==> src/rtl/uart_tx_cfg.sv <==
// Configurable UART transmitter: start, DATA_BITS data (LSB first),
// optional parity, 1 or 2 stop bits, one-word holding register.
module uart_tx_cfg #(
   parameter int CLKS_PER_BIT = 1736,
   parameter int DATA_BITS    = 8,
   parameter int PARITY       = 0,
   parameter int STOP_BITS    = 1
) (
   input  logic                 clk,
   input  logic                 rst,
   input  logic                 in_valid,
   input  logic [DATA_BITS-1:0] data_in,
   output logic                 in_ready,
   output logic                 tx_o,
   output logic                 busy_o,
   output logic                 done_o
);

   typedef enum logic [2:0] {
      S_IDLE,
      S_START,
      S_DATA,
      S_PAR,
      S_STOP
   } state_e;

   localparam logic [12:0] CNT_LAST  = 13'(CLKS_PER_BIT - 1);
   localparam logic [3:0]  DATA_LAST = 4'(DATA_BITS - 1);
   localparam logic [3:0]  STOP_LAST = 4'(STOP_BITS - 1);
   localparam logic        PAR_EN    = (PARITY != 0);
   localparam logic        PAR_ODD   = (PARITY == 2);

   state_e               state_q, state_d;
   logic [12:0]          cnt_q, cnt_d;
   logic [3:0]           idx_q, idx_d;
   logic [DATA_BITS-1:0] shift_q, shift_d;
   logic [DATA_BITS-1:0] hold_q, hold_d;
   logic                 hold_full_q, hold_full_d;

   logic                 accept;
   logic                 bit_end;
   logic                 last_stop;
   logic [DATA_BITS-1:0] data_sel;

   assign accept    = in_valid && !hold_full_q;
   assign bit_end   = (cnt_q == CNT_LAST);
   assign last_stop = (state_q == S_STOP) && bit_end && (idx_q == STOP_LAST);
   assign data_sel  = shift_q >> idx_q;

   assign in_ready = ~hold_full_q;
   assign busy_o   = (state_q != S_IDLE);
   assign done_o   = last_stop;

   always_ff @(posedge clk or posedge rst) begin
      if (rst) begin
         state_q     <= S_IDLE;
         cnt_q       <= '0;
         idx_q       <= '0;
         shift_q     <= '0;
         hold_q      <= '0;
         hold_full_q <= 1'b0;
      end else begin
         state_q     <= state_d;
         cnt_q       <= cnt_d;
         idx_q       <= idx_d;
         shift_q     <= shift_d;
         hold_q      <= hold_d;
         hold_full_q <= hold_full_d;
      end
   end

   always_comb begin
      state_d     = state_q;
      cnt_d       = bit_end ? '0 : cnt_q + 13'd1;
      idx_d       = idx_q;
      shift_d     = shift_q;
      hold_d      = hold_q;
      hold_full_d = hold_full_q;
      if (accept) begin
         hold_d      = data_in;
         hold_full_d = 1'b1;
      end
      unique case (state_q)
         S_IDLE: begin
            cnt_d = '0;
            idx_d = '0;
            if (hold_full_q) begin
               state_d     = S_START;
               shift_d     = hold_q;
               hold_full_d = 1'b0;
            end
         end
         S_START: begin
            if (bit_end) state_d = S_DATA;
         end
         S_DATA: begin
            if (bit_end) begin
               if (idx_q == DATA_LAST) begin
                  idx_d   = '0;
                  state_d = PAR_EN ? S_PAR : S_STOP;
               end else begin
                  idx_d = idx_q + 4'd1;
               end
            end
         end
         S_PAR: begin
            if (bit_end) state_d = S_STOP;
         end
         S_STOP: begin
            if (bit_end) begin
               if (idx_q == STOP_LAST) begin
                  idx_d = '0;
                  // a word arriving on this very edge chains directly
                  if (hold_full_q) begin
                     state_d     = S_START;
                     shift_d     = hold_q;
                     hold_full_d = 1'b0;
                  end else if (accept) begin
                     state_d     = S_START;
                     shift_d     = data_in;
                     hold_full_d = 1'b0;
                  end else begin
                     state_d = S_IDLE;
                  end
               end else begin
                  idx_d = idx_q + 4'd1;
               end
            end
         end
         default: state_d = S_IDLE;
      endcase
   end

   always_comb begin
      tx_o = 1'b1;
      unique case (state_q)
         S_START: tx_o = 1'b0;
         S_DATA:  tx_o = data_sel[0];
         S_PAR:   tx_o = (^shift_q) ^ PAR_ODD;
         default: tx_o = 1'b1;
      endcase
   end

endmodule

==> config.mk <==
export PLATFORM = sky130hd
export DESIGN_NAME = uart_tx_cfg
export DESIGN_NICKNAME = d
export VERILOG_FILES = /design/src/rtl/uart_tx_cfg.sv
export SDC_FILE = /design/constraint.sdc
export NUM_CORES = 1
export LEC_CHECK = 0
export ABC_CLOCK_PERIOD_IN_PS = 2400
export BUFFER_PORTS_ARGS = -buffer_cell sky130_fd_sc_hd__buf_2
export CAP_MARGIN = 15
export CORE_MARGIN = 5
export CORE_UTILIZATION = 55
export DETAILED_ROUTE_END_ITERATION = 10
export GPL_ROUTABILITY_DRIVEN = 1
export PLACE_DENSITY_LB_ADDON = 0.05
export SETUP_SLACK_MARGIN = 0.15
export SYNTH_ARGS = -nofsm -noshare
export SYNTH_HDL_FRONTEND = slang
export SYNTH_SLANG_ARGS = --single-unit
export TNS_END_PERCENT = 30
==> constraint.sdc <==
create_clock -name clk -period 2.4 [get_ports clk]
set_input_delay 0.36 -clock clk [delete_from_list [all_inputs] [get_ports clk]]
set_output_delay 0.36 -clock clk [all_outputs]
set_load 0.1 [all_outputs]
==> impl_results.md <==
* Status: finished clean
* Fmax at 0.436 GHz
* Fin crit period at 2.29 ns
* Leakage at 1.02 nW
* Final ANT Viol Nets at 0
* Max transition margin at 68.0%
* Worst Hold Class: input pin to asynchronous set/reset pin
* CTS H-tree lvls at 2
* Period utilization at 95.5%
* Post-Syn Nets at 203
* Yosys cell types at 49
* Global-route wire length before repair at 7160 um
* Fraction of layout cells with a size suffix above 1 at 32.7%
* Total CTS buffers at 5
* Delay-heaviest family, CP: multiplexers
* Post-DP HPWL at 2880 um
* CP peak stage delay at 0.47 ns
* Via density at 5.77
* Initial antenna violation count at 0
* CP endpoint kind: output pin
* Initial core utilization at 56.9%
* CTS Buffer Depth at 2
* Slew Limit Fails at 0
* Setup Skew at 0.0108 ns
* Total GRT Usage at 17.9%
* Post-synth ARST share at 100%
* Fill count at 308
* Post-synthesis register bit count at 37
* Register Area at 927 um^2
* Core Util, Final at 65.1%
* Met3 Use GR at 4.49%
* GRT busiest layer: met2
* Number of cell rows at 22
* # setup viols final at 0
* Fin nets at 228
* CTS root buf: clkbuf_8
* Mapped Area at 2100 um^2
* Vias in the first global route at 1,511
* RSZ-0062 raised after global routing: true
* Worst-skew pair later-pin latency at 0.29 ns
* WP buf/inv at 1
* Critical path type: flip-flop to output pin
* Post-synthesis sequential area ratio at 44.1%
* # hold bufs at CTS at 0
* Port Buffers at 14
* CORE AREA at 3690 um^2
* Multi-input gate area at 1120 um^2
* Post-synthesis cell count at 189
* Startpoint class of the critical path: flip-flop
* Clock sink count at 37
* Syn-to-layout area delta at 14.3%
* Worst Tran Pin Value at 0.480 ns
* # diodes at 0
* Die W at 71.8 um
* Cell breakdown of the critical path: mux4_2, mux2_4, a211oi_2, o21ai_2, buf_12
* Avg Cell Area, Syn at 11.1 um^2
* Met2 Usage GRT at 27.9%
* VDD IR max at 0.000562 V
* Number of synthesized flops with an enable pin at 0
* CTS tree: yes
* Die Area at 5150 um^2
* Most common flop cell mapped by yosys: dfrtp_1
* Max-cap violations at 0
* Yosys warnings at 0
* Met1 usage at 24.0%
* Drt first pass iters at 4
* CP arrival at 1.93 ns
* Total grt overflow at 0
* Clk slew on worst S/H paths at 0.07 ns
* Crit Path Max Fanout at 3
* # DRC at 0
* I/O pin count at 15
* Iteration-0 DRC Markers at 78
* Total number of vias at 1,511
* Hold Vio Cnt, Final at 0
* Die height at 71.8 um
* Final WL at 4170 um
* GPL Wtd Cong at 0.797
* Largest net degree at the start of global routing at 38
* Data required time of the worst path at 2.04 ns
* Setup TNS at 0 ns
* DR WL/cell at 15.9 um
* Worst path slowest cell: mux4_2
* Power Dens Cells at 956 nW/um^2
## through the flow
stage               worst slack, ns  power (mW)  cells  cell area, um^2  hold WS (ns)
floorplan                     0.113        1.65    189             2110         0.424
global placement              0.210        1.77    251             2270         0.440
finish                        0.109        2.29    262             2400         0.173
CTS                          0.0895        2.32    262             2400         0.182
global route                 0.0301        2.46    262             2400         0.225
detailed placement            0.134        1.80    251             2270         0.450
## power breakdown
part | switching, mW | internal [mW] | total, mW
sequential | 0.160 | 0.818 | 0.978
combinational | 0.398 | 0.482 | 0.880
clock | 0.209 | 0.228 | 0.436
total | 0.767 | 1.53 | 2.29
## what timing repair did
action / in CTS / in global routing
endpoints found under the setup margin: 2 / 2
gates resized for setup: 9 / 0
setup buffers: 4 / 0
hold endpoints to repair: 0 / 0
pin swaps: 1 / 0
## final cells by class
class                           count  share of cell area, %
Clock buffer                        7                   3.60
Inverter                            5                  0.782
Sequential cell                    37                   38.6
Timing Repair Buffer               25                   7.61
Tap cell                           48                   2.50
Multi-Input combinational cell    140                   46.9
## worst paths after layout
path	startpoint	end	slack [ns]	cells past startpoint
worst min register to register	cnt_q[0]	cnt_q[0]	0.46	1
worst max register to register	idx_q[0]	shift_q[0]	0.46	7
max in group asynchronous	rst	idx_q[0]	1.87	3
min in group clk	data_in[6]	hold_q[6]	0.31	2
worst min-delay path	rst	shift_q[7]	0.17	3
worst max-delay path	shift_q[6]	tx_o	0.11	5
## placed cells by master (no fill, tap or decap), types with 2 or more instances in the layout
cell       n
a32o_1     2
buf_12     2
mux2_2    24
and2_1     2
nor2_1    20
and3_1     4
nor2_2     2
and3b_1    2
a21o_1     4
nand3_1    7
nand2_1   10
xnor2_1   11
buf_2     12
nor4_1     2
buf_4     11
xor2_1     6
clkbuf_8   6
nor3b_2    2
dfrtp_1   36
inv_1      5
a211o_1    2
o31ai_1    2
mux4_2     2
nand2b_1   2
nor3_1     2
ha_1       3
nand4_1    5
## layer usage
metal	up-vias	wire length (um)
li1	732	-
met1	733	1940
met2	40	1960
met3	6	197
met4	0	66
met5	-	0
## logic make-up after synthesis
group | synth area share, %
muxes | 16.4
DFF | 44.1
adders and majority gates | 1.79
xor gates and xnor gates | 7.09
AOI/OAI and AO/OA | 9.71
buffers and inverters | 2.50
and+or+nand+nor | 18.4
## registers in the layout (all words and copies together) (netlist names)
signal	count
shift_q	8
idx_q	4
cnt_q	13
state_q	3
hold_full_q	1
hold_q	8
## tightest hold or removal path: cells and delay by family
kind	cells	cell delay [ns]
buffers and inverters	3	0.53
## synth_stat cells, drive strengths merged, types with 3 or more instances
| cell | number | area share (%) |
|---|---|---|
| dfrtp | 37 | 44 |
| mux2 | 25 | 13 |
| nor2 | 23 | 4.6 |
| xnor2 | 11 | 4.6 |
| nand2 | 10 | 1.8 |
| nand3 | 7 | 1.7 |
| xor2 | 6 | 2.5 |
| inv | 5 | 0.89 |
| nand4 | 5 | 1.5 |
| a21o | 4 | 1.4 |
| and3 | 4 | 1.2 |
| buf | 4 | 1.1 |
| clkbuf | 3 | 0.54 |
| ha | 3 | 1.8 |
Power figures use the tool's default switching activity.
